`config.mk`:
```
export PLATFORM = sky130hd
export DESIGN_NAME = mod_reduce_serial
export DESIGN_NICKNAME = d
export VERILOG_FILES = /design/src/rtl/mod_reduce_pkg.sv /design/src/rtl/mod_fold_lut.sv /design/src/rtl/mod_reduce_serial.sv
export SDC_FILE = /design/constraint.sdc
export NUM_CORES = 1
export LEC_CHECK = 0
export BUFFER_PORTS_ARGS = -buffer_cell sky130_fd_sc_hd__buf_2
export CORE_UTILIZATION = 35
export CTS_CLUSTER_DIAMETER = 200
export CTS_CLUSTER_SIZE = 28
export DETAILED_ROUTE_END_ITERATION = 6
export PLACE_DENSITY = 0.6
export RECOVER_POWER = 100
export REMOVE_ABC_BUFFERS = 1
export SYNTH_ARGS = -nofsm -noshare
export SYNTH_HDL_FRONTEND = slang
export SYNTH_SLANG_ARGS = --single-unit
```
`constraint.sdc`:
```
create_clock -name clk -period 8.05 [get_ports clk]
set_input_delay 0.805 -clock clk [delete_from_list [all_inputs] [get_ports clk]]
set_output_delay 0.805 -clock clk [all_outputs]
set_load 0.1 [all_outputs]
```
`src/rtl/mod_reduce_pkg.sv`:
```
// Shared types and elaboration-time helpers for the serial modular reducer:
// FSM state enum, ceil-division helper and fold-table generator.
package mod_reduce_pkg;

   typedef enum logic [1:0] {
      IDLE = 2'd0,
      RUN  = 2'd1,
      DONE = 2'd2
   } state_t;

   function automatic int ceil_div(input int a, input int b);
      return (a + b - 1) / b;
   endfunction

   // (h * 2^res_w) mod modulus; only ever evaluated on constants
   function automatic logic [63:0] fold_val(input int unsigned h,
                                            input int unsigned modulus,
                                            input int unsigned res_w);
      logic [63:0] t;
      t = 64'(h) << res_w;
      return t % 64'(modulus);
   endfunction

endpackage

```
`src/rtl/mod_fold_lut.sv`:
```
// Combinational fold table: maps the bits of a Horner step that overflow the
// residue width back into the residue domain, fold[h] = (h * 2^RES_W) mod MODULUS.
module mod_fold_lut
   import mod_reduce_pkg::*;
#(
   parameter int MODULUS = 4051,
   parameter int RES_W   = 12,
   parameter int CHUNK_W = 6
) (
   input  logic [CHUNK_W-1:0] hi_i,
   output logic [RES_W-1:0]   fold_o
);

   logic [RES_W-1:0] fold_tab_w [2**CHUNK_W];

   for (genvar g = 0; g < 2**CHUNK_W; g++) begin : g_tab
      assign fold_tab_w[g] = RES_W'(fold_val(g, MODULUS, RES_W));
   end

   assign fold_o = fold_tab_w[hi_i];

endmodule

```
`src/rtl/mod_reduce_serial.sv`:
```
// Serial MSB-first Horner reducer: operand mod MODULUS, CHUNK_W bits per cycle.
// Optional leading-zero-chunk skip when MOD_REDUCE_EARLY_EXIT_EN is defined.
//
//   state | meaning
//   IDLE  | waiting for an operand, in_ready high
//   RUN   | folding one chunk per cycle, idx counts down to 0
//   DONE  | result presented, held until out_ready
module mod_reduce_serial
   import mod_reduce_pkg::*;
#(
   parameter int MODULUS = 4051,
   parameter int IN_W    = 300,
   parameter int CHUNK_W = 6,
   parameter int RES_W   = 12
) (
   input  logic             clk,
   input  logic             rst_n,
   input  logic             in_valid,
   output logic             in_ready,
   input  logic [IN_W-1:0]  in_data,
   output logic             out_valid,
   input  logic             out_ready,
   output logic [RES_W-1:0] out_res,
   output logic             busy
);

   localparam int NCHUNK = ceil_div(IN_W, CHUNK_W);
   localparam int PAD_W  = NCHUNK * CHUNK_W;
   localparam int IDX_W  = (NCHUNK > 1) ? $clog2(NCHUNK) : 1;
   localparam logic [RES_W+1:0] MOD_X = (RES_W+2)'(MODULUS);

   if (!(MODULUS > 2**(RES_W-1) && MODULUS < 2**RES_W)) begin : g_bad_modulus
      $error("mod_reduce_serial: MODULUS out of range for RES_W");
   end
   if (CHUNK_W < 1 || CHUNK_W > RES_W) begin : g_bad_chunk
      $error("mod_reduce_serial: CHUNK_W out of range");
   end

   state_t             state_q, state_d;
   logic [RES_W-1:0]   acc_q, acc_d;
   logic [IDX_W-1:0]   idx_q, idx_d;
   logic [RES_W-1:0]   res_q, res_d;
   logic [PAD_W-1:0]   opnd_q, opnd_d;

   logic [PAD_W-1:0]         in_pad_w;
   logic [IDX_W-1:0]         start_idx_w;
   logic [CHUNK_W-1:0]       chunk_w;
   logic [RES_W+CHUNK_W-1:0] t_w;
   logic [RES_W-1:0]         fold_w;
   logic [RES_W+1:0]         s_w, s1_w;
   logic [RES_W-1:0]         step_w;

   assign in_pad_w = PAD_W'(in_data);

`ifdef MOD_REDUCE_EARLY_EXIT_EN
   // Highest nonzero chunk; an all-zero operand still takes one step at idx 0
   always_comb begin
      start_idx_w = '0;
      for (int k = 0; k < NCHUNK; k++) begin
         if (|in_pad_w[k*CHUNK_W +: CHUNK_W]) start_idx_w = IDX_W'(k);
      end
   end
`else
   assign start_idx_w = IDX_W'(NCHUNK - 1);
`endif

   assign chunk_w = opnd_q[idx_q*CHUNK_W +: CHUNK_W];
   assign t_w     = {acc_q, chunk_w};

   mod_fold_lut #(
      .MODULUS (MODULUS),
      .RES_W   (RES_W),
      .CHUNK_W (CHUNK_W)
   ) u_fold (
      .hi_i   (t_w[RES_W+CHUNK_W-1:RES_W]),
      .fold_o (fold_w)
   );

   // fold <= M-1 and lo < 2M, so two conditional subtracts always suffice
   always_comb begin
      s_w    = {2'b00, fold_w} + {2'b00, t_w[RES_W-1:0]};
      s1_w   = (s_w >= MOD_X) ? (s_w - MOD_X) : s_w;
      step_w = (s1_w >= MOD_X) ? RES_W'(s1_w - MOD_X) : RES_W'(s1_w);
   end

   always_comb begin
      state_d = state_q;
      acc_d   = acc_q;
      idx_d   = idx_q;
      res_d   = res_q;
      opnd_d  = opnd_q;
      case (state_q)
         IDLE: begin
            if (in_valid) begin
               state_d = RUN;
               opnd_d  = in_pad_w;
               acc_d   = '0;
               idx_d   = start_idx_w;
            end
         end
         RUN: begin
            acc_d = step_w;
            if (idx_q == '0) begin
               res_d   = step_w;
               state_d = DONE;
            end else begin
               idx_d = idx_q - 1'b1;
            end
         end
         DONE: begin
            if (out_ready) state_d = IDLE;
         end
         default: state_d = IDLE;
      endcase
   end

   always_ff @(posedge clk) begin
      if (!rst_n) begin
         state_q <= IDLE;
         acc_q   <= '0;
         idx_q   <= '0;
         res_q   <= '0;
      end else begin
         state_q <= state_d;
         acc_q   <= acc_d;
         idx_q   <= idx_d;
         res_q   <= res_d;
      end
   end

   // Operand store needs no reset: it is only read in RUN, after a load
   always_ff @(posedge clk) begin
      opnd_q <= opnd_d;
   end

   assign in_ready  = (state_q == IDLE);
   assign out_valid = (state_q == DONE);
   assign busy      = (state_q != IDLE);
   assign out_res   = res_q;

endmodule

```
Yosys cells after proc, flatten, opt, wreduce, memory -nomap -nowiden. Memory sizes are Yosys's and may differ from the RTL's. Cells that the tools add are included.

$add $sub $neg: 4. Multiply operators: 1. Divide/modulo/power cells: 0. $lt $le $gt $ge: 3. Equal/unequal tests: 6. Shifts and indexed selects: 1. Muxes and demuxes: 13. Bitwise operators: 1. Reduce and logical (&&, ||, !) cells: 9.

Operators with widths (count): $shiftx 300x10->6 (1); $mux 12 (4); $pmux 12 s2 (1); $ge 14x12->1 const B (1); $mux 14 (1); $sub 13x12->14 const B (1); $add 12x12->13 (1); $ge 13x12->1 const B (1); $mux 6 (2); $pmux 6 s2 (1); $sub 12x12->12 const B (1); $mul 6x2->8 const B (1); $ge 7x7->1 const B (1); $not 6->7 (1); $logic_not 6->1 (1); $mux 2 (3); $ne 2x2->1 const B (3); $pmux 2 s3 (1); $reduce_and 2->1 (3); $reduce_and 3->1 (2); $sub 6x1->6 const B (1); $reduce_bool 2->1 (2); $eq 2x1->1 const B (1); $eq 2x2->1 const B (1); other kinds (2) (2).

Register bits after elaboration: 332. Bits in latches: 0. Memory bits (writable): 0. ROM bits: 768. Bits of input ports: 304. Output and inout port bits: 15. Word-level logic and storage cells: 44. Memories: 1.

Memory list: (name not given) (depth 64, bits a word 12, read ports 1, clocked after memory_dff 0, write ports 0, RTL line mod_fold_lut.sv:20) `assign fold_o = fold_tab_w[hi_i];`.

Longest topological paths before layout. Gate-level depths: netlist of run 1.

Depth in word-level cells: 10. Depth in mapped cells: 27. Mapped depth without buffers: 24.

Cells and area by module. Synthesis of run 1 repeated with hierarchy kept, for this count alone.

Cell total of the unflattened synthesis: 906. Area, all modules: 14976.9 sq um.

Modules (own cells, without submodules): mod_reduce_serial (times used 1, cells an instance 802, area each 14227.4 sq um, seq. area each 9649.3 sq um); mod_fold_lut (times used 1, cells an instance 104, area each 749.5 sq um, seq. area each 0.0 sq um).

Least setup slack after synthesis of run 1. Ideal clock, no wire load.

Kind: register to register. Start: reg state_q[1]. End: reg opnd_q[0], enable pin. Library setup time: 651 ps. Data arrival time: 7877 ps. Required time: 7399 ps. Setup slack: -478 ps. Cell stages (with the launch flop): 4. Period minus slack after synthesis: 8528 ps. Path through: dfxtp_1 -> nor2_1 -> nand2_1 -> inv_1.

Longest elaborated chain between the ends: 2.

Ends and longest elaborated chain: start, declared (RTL line mod_reduce_serial.sv:39) `state_t state_q, state_d;`; start signal, assigned (RTL line mod_reduce_serial.sv:124) `state_q <= state_d;`; $logic_not 2->1; named net in_ready (RTL line mod_reduce_serial.sv:19) `output logic in_ready,`; $reduce_and 2->1 (no source line); end signal, assigned (RTL line mod_reduce_serial.sv:133) `opnd_q <= opnd_d;`; end, declared (RTL line mod_reduce_serial.sv:43) `logic [PAD_W-1:0] opnd_q, opnd_d;`.

The timed path passes the listed nets, and every way through them passes these cells. A chain may end at the register's enable or synchronous reset.

Final worst setup path of run 1.
Start: reg idx_q[1]. End: reg res_q[7], in the netlist out_res[7].

Longest elaborated chain between the ends: 7. Elaborated cells between the ends (all ways): 11. Classes of those cells: add/sub (3); mul (1); order compare (2); shift (1); mux (2); reduce/logical (2).

Ends and longest elaborated chain: start, declared (RTL line mod_reduce_serial.sv:41) `logic [IDX_W-1:0] idx_q, idx_d;`; start signal, assigned (RTL line mod_reduce_serial.sv:126) `idx_q <= idx_d;`; $mul 6x2->8 (RTL line mod_reduce_serial.sv:67) `assign chunk_w = opnd_q[idx_q*CHUNK_W +: CHUNK_W];`; $shiftx 300x10->6 (RTL line mod_reduce_serial.sv:67); $add 12x12->13 (RTL line mod_reduce_serial.sv:81) `s_w = {2'b00, fold_w} + {2'b00, t_w[RES_W-1:0]};`; $sub 13x12->14 or $ge 13x12->1 (tied branches) (RTL line mod_reduce_serial.sv:82) `s1_w = (s_w >= MOD_X) ? (s_w - MOD_X) : s_w;`; $mux 14 (RTL line mod_reduce_serial.sv:82); $sub 12x12->12 or $ge 14x12->1 (tied branches) (RTL line mod_reduce_serial.sv:83) `step_w = (s1_w >= MOD_X) ? RES_W'(s1_w - MOD_X) : RES_W'(s1_w);`; $mux 12 (RTL line mod_reduce_serial.sv:83); end signal, assigned (RTL line mod_reduce_serial.sv:127) `res_q <= res_d;`; end, declared (RTL line mod_reduce_serial.sv:42) `logic [RES_W-1:0] res_q, res_d;`.

Parallel ways exist; a longest one is shown, timed or not.

==> qor.tcl, run 1 <==
set qor(design_power_total_mw) 5.29
set qor(synth_largest_area_cell) {sky130_fd_sc_hd__edfxtp_1}
set qor(timing.final.crit_share_pct) 91.5
set qor(depth_of_the_worst_register_to_register_path) 20
set qor(r2r-start) {idx_q[1]}
set qor(number_of_flops_mapped_to_enable_cells_by_yosys) 300
set qor(hold_path_class) {input port to register}
set qor(viasPerCell) 5.25
set qor(cts_htree_levels) 1
set qor(dr.pass1.iters) 5
set qor(min_to) {opnd_q[197]}
set qor(timing.rr.end) {out_res[7]}
set qor(timing.critical_path.to_type) {register}
set qor(cts_resized) 0
set qor(core-area_um2) 42000
set qor(first_global_vias) 9512
set qor(cts.sinks) 332
set qor(dr_total_vias) 9416
set qor(floorplan.io_pins) 319
set qor(postPlaceCellArea_um2) 17200
set qor(totalNegativeSetupSlack_ns) 0
set qor(reg2reg_slack_ns) 0.69
set qor(remaining_drc_errors) 0
set qor(yosys_warnings) 0
set qor(cp_slowest_stage_delay_ns) 0.88
set qor(timing.critical_path.from_type) {register}
set qor(max_cap_violations) 2
set qor(floorplan.rows) 75
set qor(finalWirelength_um) 38200
set qor(clk_root_buffer_cell) {sky130_fd_sc_hd__clkbuf_16}
set qor(netlist.area_leader.share_pct) 60.1
set qor(clock_path_buffers) 3
set qor(wl_cell_um) 21.3
set qor(synthToLayoutAreaGrowth_pct) 17.1
set qor(timing.fmax_mhz) 136
set qor(setup_viol) 0
set qor(crit_required_ns) 8.50
set qor(cts.repair_timing.setup_buffer_count) 0
set qor(powerDensity_nw_per_um2) 302
set qor(ant_nets) 0
set qor(cts_buffers) 15
set qor(fin_worst_hold_slack_ns) 0.454
set qor(async_flop_share_pct) 0
set qor(design.die.area_um2) 43600
set qor(post_synth_instance_area_um2) 15000
set qor(worst_hold_path.num_cells) 1
set qor(fin_crit_ns) 7.36
set qor(status) {finished, violations left}
set qor(netlist_top_cells_area) {sky130_fd_sc_hd__edfxtp_1 60%, sky130_fd_sc_hd__mux4_2 14%, sky130_fd_sc_hd__dfxtp_1 4.3%}
set qor(slew-limit-headroom_pct) -227
set qor(global_route.usage.total_pct) 17.2
set qor(net-switching-power_mw) 1.97
set qor(globalRoute.totalOverflow) 0
set qor(synth_area_per_cell_um2) 15.8
set qor(antenna_found_initial) 21
set qor(critical_path.slowest_cell) {sky130_fd_sc_hd__dfxtp_4}
set qor(die_w_um) 209
set qor(num-nets-final) 1571
set qor(grt_start_max_net_pins) 192
set qor(grt_pass1_wl_um) 56500
set qor(p_comb_share_pct) 40.4
set qor(gp_congestion) 0.864
set qor(min_from) {in_data[197]}
set qor(start_util_pct) 35.6
set qor(synth.lib_cells_used.distinct) 86
set qor(path_cells) {buf_4 > mux4_2 > mux4_2 > mux4_2 > fa_1 > a211oi_2 > o31ai_4 > o211ai_1 > and3_1 > o211ai_1 > o21ai_1 > mux2_1 > ha_1 > inv_1 > o311ai_0 > a21oi_2 > o21ai_2 > nor3b_2 > or3_1 > a21oi_1}
set qor(ys_ff_latch) 332
set qor(intPower_mw) 3.33
set qor(dp.final_hpwl_um) 28300
set qor(tritoncts) {built}
set qor(numPortBuffers) 318
set qor(area_of_all_placed_cells_without_fillers_um2) 17500
set qor(clock_latency_ns) 0.51
set qor(fin_util_pct) 41.7
set qor(finalHoldViolCount) 0
set qor(grt_setup_unrepaired) {no}
set qor(power_switching_share_pct) 37.2
set qor(holdBufCountCts) 0
set qor(synth_ff_type) {sky130_fd_sc_hd__edfxtp_1}
set qor(synth_sequential_area_ratio_pct) 64.4
set qor(critical_path.most_common_cell) {sky130_fd_sc_hd__mux4_2}
set qor(first_iter_violations) 830
set qor(failed_checks) {max-capacitance violations, max-slew violations}
set qor(post_synthesis_cell_count) 947
set qor(timing.critical_path.fanout_max) 53
set qor(post_route_cells_drive_above_1_share_pct) 34.0
set qor(crit_arrival_ns) 7.82
set qor(power_frac_seq_pct) 42.8
set qor(clk_pin_slew_worst_paths_ns) 0.11
set qor(worst-slew-pin-transition_ns) 4.91
set qor(skew_ns) 0.0154
set qor(power_leakage_nw) 6.19
set qor(slew_viol_final) 303
set qor(worst_ir_drop_vdd_mv) 0.166
set qor(path_class) {register to register}
set qor(share_clk_of_total_power_pct) 16.8
set qor(chipHeight_um) 209
kinds of logic after synthesis:
family                     Yosys count  synth area share (%)
DFF                                332                  64.4
and+or+nand+nor                    212                  6.97
AOI/OAI and AO/OA                  180                  8.40
muxes                              113                  15.1
buffers and inverters               64                  1.70
adders and majority gates           25                  2.14
xor gates and xnor gates            21                  1.28
per-stage QoR:
stage               setup slack, ns  cells
finish                        0.686   1794
global route                  0.260   1789
global placement               1.16   1764
CTS                           0.967   1785
floorplan                    -0.711    900
detailed placement             1.01   1764
metal layers:
layer,GRT usage [%],part of all wire [%]
met1,22.3,42
met5,0,0.36
met4,5.78,2.6
met2,28.2,48
met3,4.21,6.9
power by group through the flow:
stage | combinational [mW] | clock [mW] | sequential (mW)
5_1_grt | 2.33 | 0.968 | 2.29
3_3_place_gp | 2.10 | 0 | 2.29
2_1_floorplan | 1.52 | 0 | 2.36
4_1_cts | 2.13 | 0.912 | 2.25
3_5_place_dp | 2.12 | 0 | 2.29
6_report | 2.14 | 0.889 | 2.26
state kept, by name, indices dropped and copies added (netlist names):
register and cells:
opnd_q 300, acc_q 12, out_res 12, idx_q 6, state_q 2
cells in the final DEF, fill, tap and decap left out, types with 5 or more instances in the layout:
cell type and n:
sky130_fd_sc_hd__o211ai_1 6, sky130_fd_sc_hd__dfxtp_1 28, sky130_fd_sc_hd__nor3_1 19, sky130_fd_sc_hd__o21a_1 9, sky130_fd_sc_hd__and3_1 5, sky130_fd_sc_hd__nor2_1 51
sky130_fd_sc_hd__edfxtp_1 300, sky130_fd_sc_hd__nand3_1 16, sky130_fd_sc_hd__clkbuf_1 49, sky130_fd_sc_hd__a31oi_1 7, sky130_fd_sc_hd__xor2_1 6, sky130_fd_sc_hd__inv_1 15
sky130_fd_sc_hd__nand2b_1 11, sky130_fd_sc_hd__mux2i_1 20, sky130_fd_sc_hd__nor2b_1 8, sky130_fd_sc_hd__nand2_1 66, sky130_fd_sc_hd__xnor2_1 14, sky130_fd_sc_hd__ha_1 24
sky130_fd_sc_hd__a21oi_1 49, sky130_fd_sc_hd__or3_1 5, sky130_fd_sc_hd__o21ai_0 33, sky130_fd_sc_hd__a211oi_1 14, sky130_fd_sc_hd__diode_2 9, sky130_fd_sc_hd__buf_2 274
sky130_fd_sc_hd__mux4_2 90, sky130_fd_sc_hd__clkbuf_16 15
worst max-delay path, delay by kind of cell, from the launching register on:
kind,cells,cell delay (ns)
AOI/OAI and AO/OA,9,2.42
adders and majority gates,2,0.70
buffers and inverters,2,0.50
DFF,1,0.88
muxes,4,1.76
and+or+nand+nor,3,0.93
worst max path at each step:
stage	from	end
after global routing	idx_q[1]	out_res[7]
after global placement	idx_q[1]	out_res[7]
after detailed placement	idx_q[1]	out_res[7]
final	idx_q[1]	out_res[7]
after CTS	idx_q[1]	out_res[7]
after floorplan	idx_q[0]	out_res[7]
cells in the mapped netlist, drive strengths merged, types with 4 or more instances:
master  number
a211oi      16
a21oi       53
a31oi        8
and2         8
and3         7
buf         19
clkbuf      28
dfxtp       32
edfxtp     300
ha          24
inv         16
mux2i       20
mux4        90
nand2       67
nand2b      11
nand3       17
nor2        51
nor2b        8
nor3        19
o211ai       6
o21a         9
o21ai       39
o221ai       4
o31ai        4
or2          5
or3          5
xnor2       14
xor2         7
cell type report:
type                            count  area (um^2)
Antenna cell                        9         22.5
Clock buffer                       20          394
Clock inverter                      1         30.0
Fill cell                        3875        24500
Inverter                           17         65.1
Multi-Input combinational cell    551         5070
Sequential cell                   332         9660
Tap cell                          539          674
Timing Repair Buffer              325         1620
Note: power is estimated with default switching activity, not from simulation.
==> run 2: changes to the inputs <==
ABC_AREA = 1   (was default)
GPL_ROUTABILITY_DRIVEN = 1   (was default)
==> run 2 against run 1 <==
  * Maximum frequency grew 12%
  * Worst hold slack lost 0.014 ns
  * Final cell count grew 24%
  * Synthesized area shrank 0.45%
  * Sequential share of layout area grew 0.42 points
  * Clock-buffer cell count is the same
  * The flow still finishes with violations (max-capacitance violations, max-slew violations)
==> qor.tcl, run 2 <==
set qor(wl_cell_um) 19.4 ;# -9.0%
set qor(first_global_vias) 10900 ;# +15%
set qor(area_of_all_placed_cells_without_fillers_um2) 17400 ;# -0.79%
set qor(netlist.area_leader.share_pct) 60.4 ;# +0.27 points
set qor(groute.layer.met1.usage_pct) 24.8 ;# +2.5 points
set qor(core-area_um2) 41900 ;# -0.22%
set qor(cts.sinks) 332 ;# unchanged
set qor(mostFrequentLayoutCell) {sky130_fd_sc_hd__edfxtp_1}
set qor(critical_path.most_common_cell) {sky130_fd_sc_hd__nand2_1}
set qor(globalRouteMet2Util_pct) 31.4 ;# +3.2 points
set qor(number_of_flops_mapped_to_enable_cells_by_yosys) 300 ;# unchanged
set qor(yosys_warnings) 0 ;# unchanged
set qor(largest_register_ff_count) 300 ;# unchanged
set qor(mostFrequentLayoutCells) {300 x sky130_fd_sc_hd__edfxtp_1, 286 x sky130_fd_sc_hd__buf_2, 220 x sky130_fd_sc_hd__nand2_1, 188 x sky130_fd_sc_hd__nor2_1, 175 x sky130_fd_sc_hd__o21ai_0}
set qor(final-instance-count-excl-fill) 2224 ;# +24%
set qor(power_leakage_nw) 6.85 ;# +11%
set qor(skew_ns) 0.0322 ;# +0.0168 ns
set qor(totalNegativeSetupSlack_ns) 0 ;# unchanged
set qor(synth_area_per_cell_um2) 10.7 ;# -32%
set qor(crit_required_ns) 8.50 ;# about the same
set qor(globalRoute.totalOverflow) 0 ;# unchanged
set qor(timing.critical_path.from_type) {register}
set qor(fill_cells) 4021 ;# +3.8%
set qor(failed_checks) {max-capacitance violations, max-slew violations}
set qor(clock_path_buffers) 3 ;# unchanged
set qor(holdBufCountCts) 0 ;# unchanged
set qor(post_route_cells_drive_above_1_share_pct) 21.2 ;# -13 points
set qor(timing.critical_path.fanout_max) 56 ;# +5.7%
set qor(grt_setup_unrepaired) {no}
set qor(groute.layer.met3.usage_pct) 4.36 ;# +0.15 points
set qor(timing.critical_path.to_type) {register}
set qor(powerDensity_nw_per_um2) 251 ;# -17%
set qor(hold_path_class) {input port to register}
set qor(crit_arrival_ns) 7.02 ;# -0.80 ns
set qor(status) {finished, violations left}
set qor(num-nets-final) 1993 ;# +27%
set qor(remaining_drc_errors) 0 ;# unchanged
set qor(cp_slowest_stage_delay_ns) 0.78 ;# -0.10 ns
set qor(cts_buffers) 15 ;# unchanged
set qor(slew_viol_final) 195 ;# -36%
set qor(clk_pin_slew_worst_paths_ns) 0.12 ;# about the same
set qor(timing.fmax_mhz) 152 ;# +12%
set qor(viasPerCell) 5.16 ;# -1.7%
set qor(critical_path.slowest_cell) {sky130_fd_sc_hd__dfxtp_4}
set qor(gp_congestion) 0.859 ;# -0.58%
set qor(netlist_top_cells_area) {sky130_fd_sc_hd__edfxtp_1 60%, sky130_fd_sc_hd__o21ai_0 5.7%, sky130_fd_sc_hd__nand2_1 5.5%}
set qor(dr_total_vias) 11500 ;# +22%
set qor(clk_root_buffer_cell) {sky130_fd_sc_hd__clkbuf_16}
set qor(footprint_of_the_flip_flops_and_latches_um2) 9660 ;# about the same
set qor(grt.busiest_layer) {met2}
set qor(worst_ir_drop_vdd_mv) 0.162 ;# -2.4%
set qor(design.die.area_um2) 43400 ;# -0.44%
set qor(finalWirelength_um) 43000 ;# +13%
set qor(tritoncts) {built}
set qor(synth_ff_type) {sky130_fd_sc_hd__edfxtp_1}
set qor(synth_largest_area_cell) {sky130_fd_sc_hd__edfxtp_1}
set qor(synthToLayoutAreaGrowth_pct) 16.7
set qor(grt_start_max_net_pins) 195 ;# +1.6%
set qor(cts_resized) 0 ;# unchanged
set qor(dp.final_hpwl_um) 30200 ;# +6.6%
set qor(synth.lib_cells_used.distinct) 46 ;# -47%
set qor(ant_nets) 0 ;# unchanged
set qor(postPlaceCellArea_um2) 17000 ;# -0.95%
set qor(path_class) {register to register}
set qor(chipHeight_um) 208 ;# -0.22%
set qor(cts.repair_timing.setup_buffer_count) 0 ;# unchanged
set qor(first_iter_violations) 1042 ;# +26%
set qor(slew-limit-headroom_pct) -211 ;# +17 points
set qor(max_cap_violations) 1 ;# -1
set qor(cts_htree_levels) 1 ;# unchanged
set qor(max_flop_register) {opnd_q}
set qor(async_flop_share_pct) 0 ;# unchanged
set qor(die_w_um) 208 ;# -0.22%
set qor(clock_latency_ns) 0.53 ;# +0.02 ns
set qor(numPlacedInstances) 2186 ;# +24%
set qor(floorplan.rows) 75 ;# unchanged
set qor(grt_pass1_wl_um) 63500 ;# +12%
set qor(synth_sequential_area_ratio_pct) 64.7 ;# +0.29 points
set qor(timing.final.crit_share_pct) 81.5 ;# -10 points
set qor(start_util_pct) 35.5 ;# -0.081 points
set qor(top_cells_by_count_synth) {300 x sky130_fd_sc_hd__edfxtp_1, 218 x sky130_fd_sc_hd__nand2_1, 190 x sky130_fd_sc_hd__nor2_1}
set qor(ys_ff_latch) 332 ;# unchanged
set qor(numPortBuffers) 318 ;# unchanged
set qor(antenna_found_initial) 28 ;# +33%
set qor(finalHoldViolCount) 0 ;# unchanged
set qor(fin_crit_ns) 6.56 ;# -0.802 ns
set qor(dr.pass1.iters) 5 ;# unchanged
set qor(post_synthesis_cell_count) 1392 ;# +47%
set qor(global_route.usage.total_pct) 19.1 ;# +2.0 points
set qor(area_of_combinational_cells_with_multiple_inputs_um2) 4630 ;# -8.6%
set qor(floorplan.io_pins) 319 ;# unchanged
set qor(fin_worst_hold_slack_ns) 0.440 ;# -0.0140 ns
set qor(worst-slew-pin-transition_ns) 4.66 ;# -0.250 ns
set qor(post_synth_instance_area_um2) 14900 ;# -0.45%
set qor(setup_viol) 0 ;# unchanged
set qor(cell_with_the_most_instances_after_synthesis) {sky130_fd_sc_hd__edfxtp_1}
[run 2: cell types whose count changed after synthesis, moves of 16 or more]
cell                       previous run  this run
sky130_fd_sc_hd__nand2_1             66       218
sky130_fd_sc_hd__nor2_1              51       190
sky130_fd_sc_hd__o21ai_0             33       170
sky130_fd_sc_hd__mux4_2              90         0
sky130_fd_sc_hd__inv_1               16        81
sky130_fd_sc_hd__nand3_1             16        69
sky130_fd_sc_hd__o22ai_1              3        48
sky130_fd_sc_hd__clkbuf_1            28        65
sky130_fd_sc_hd__o221ai_1             4        25
sky130_fd_sc_hd__mux2i_1             20         4
[run 2: cell families after synthesis]
| logic type | Yosys count | share of synthesized area, % |
|---|---|---|
| xor gates and xnor gates | 12 | 0.755 |
| adders and majority gates | 25 | 2.15 |
| and+or+nand+nor | 520 | 14.8 |
| DFF | 332 | 64.7 |
| buffers and inverters | 163 | 4.22 |
| AOI/OAI and AO/OA | 336 | 13.1 |
| muxes | 4 | 0.269 |
[run 2: layer usage]
| metal | vias up | part of all wire [%] |
|---|---|---|
| met4 | 22 | 2.2 |
| met1 | 5499 | 43 |
| met5 | - | 0.28 |
| met3 | 74 | 6.9 |
| met2 | 385 | 48 |
| li1 | 5498 | - |
[run 2: critical path: cells and delay by family, from the launching register on]
| family | cells | cell delay (ns) |
|---|---|---|
| adder cells (fa/ha/maj) | 3 | 0.87 |
| AO/OA/AOI/OAI | 6 | 1.70 |
| flip-flops | 1 | 0.78 |
| buffers and inverters | 3 | 1.09 |
| AND/OR/NAND/NOR | 17 | 2.00 |
[run 2: report_power, final]
part / total, mW / switching (mW) / internal [mW]
sequential: 2.19 / 0.0908 / 2.10
combinational: 1.29 / 0.895 / 0.391
clock: 0.902 / 0.521 / 0.381
[run 2: metrics by stage]
step / worst slack, ns / power (mW) / utilization (%)
floorplan: -1.53 / 3.11 / -
global placement: 2.14 / 3.51 / 40.5
detailed placement: 1.94 / 3.51 / 40.5
CTS: 1.91 / 4.41 / 41.5
global route: 0.634 / 4.62 / 41.4
finish: 1.49 / 4.37 / 41.5
[run 2: layout make-up]
class	instances	share of cell area, %
antenna	17	0.245
clock buffer	20	2.27
tap	539	3.88
timing repair buffer	328	9.30
multi-input combinational	897	26.6
sequential	332	55.5
inverter	90	2.00
clock inverter	1	0.173
[run 2: worst paths after layout]
kind,startpoint,endpoint,slack [ns],cells after the start
worst max-delay path,idx_q[0],acc_q[11],1.49,29
worst min-delay path,in_data[163],opnd_q[163],0.44,1
worst max register to register,idx_q[0],acc_q[11],1.49,29
worst min register to register,acc_q[1],acc_q[1],0.50,2
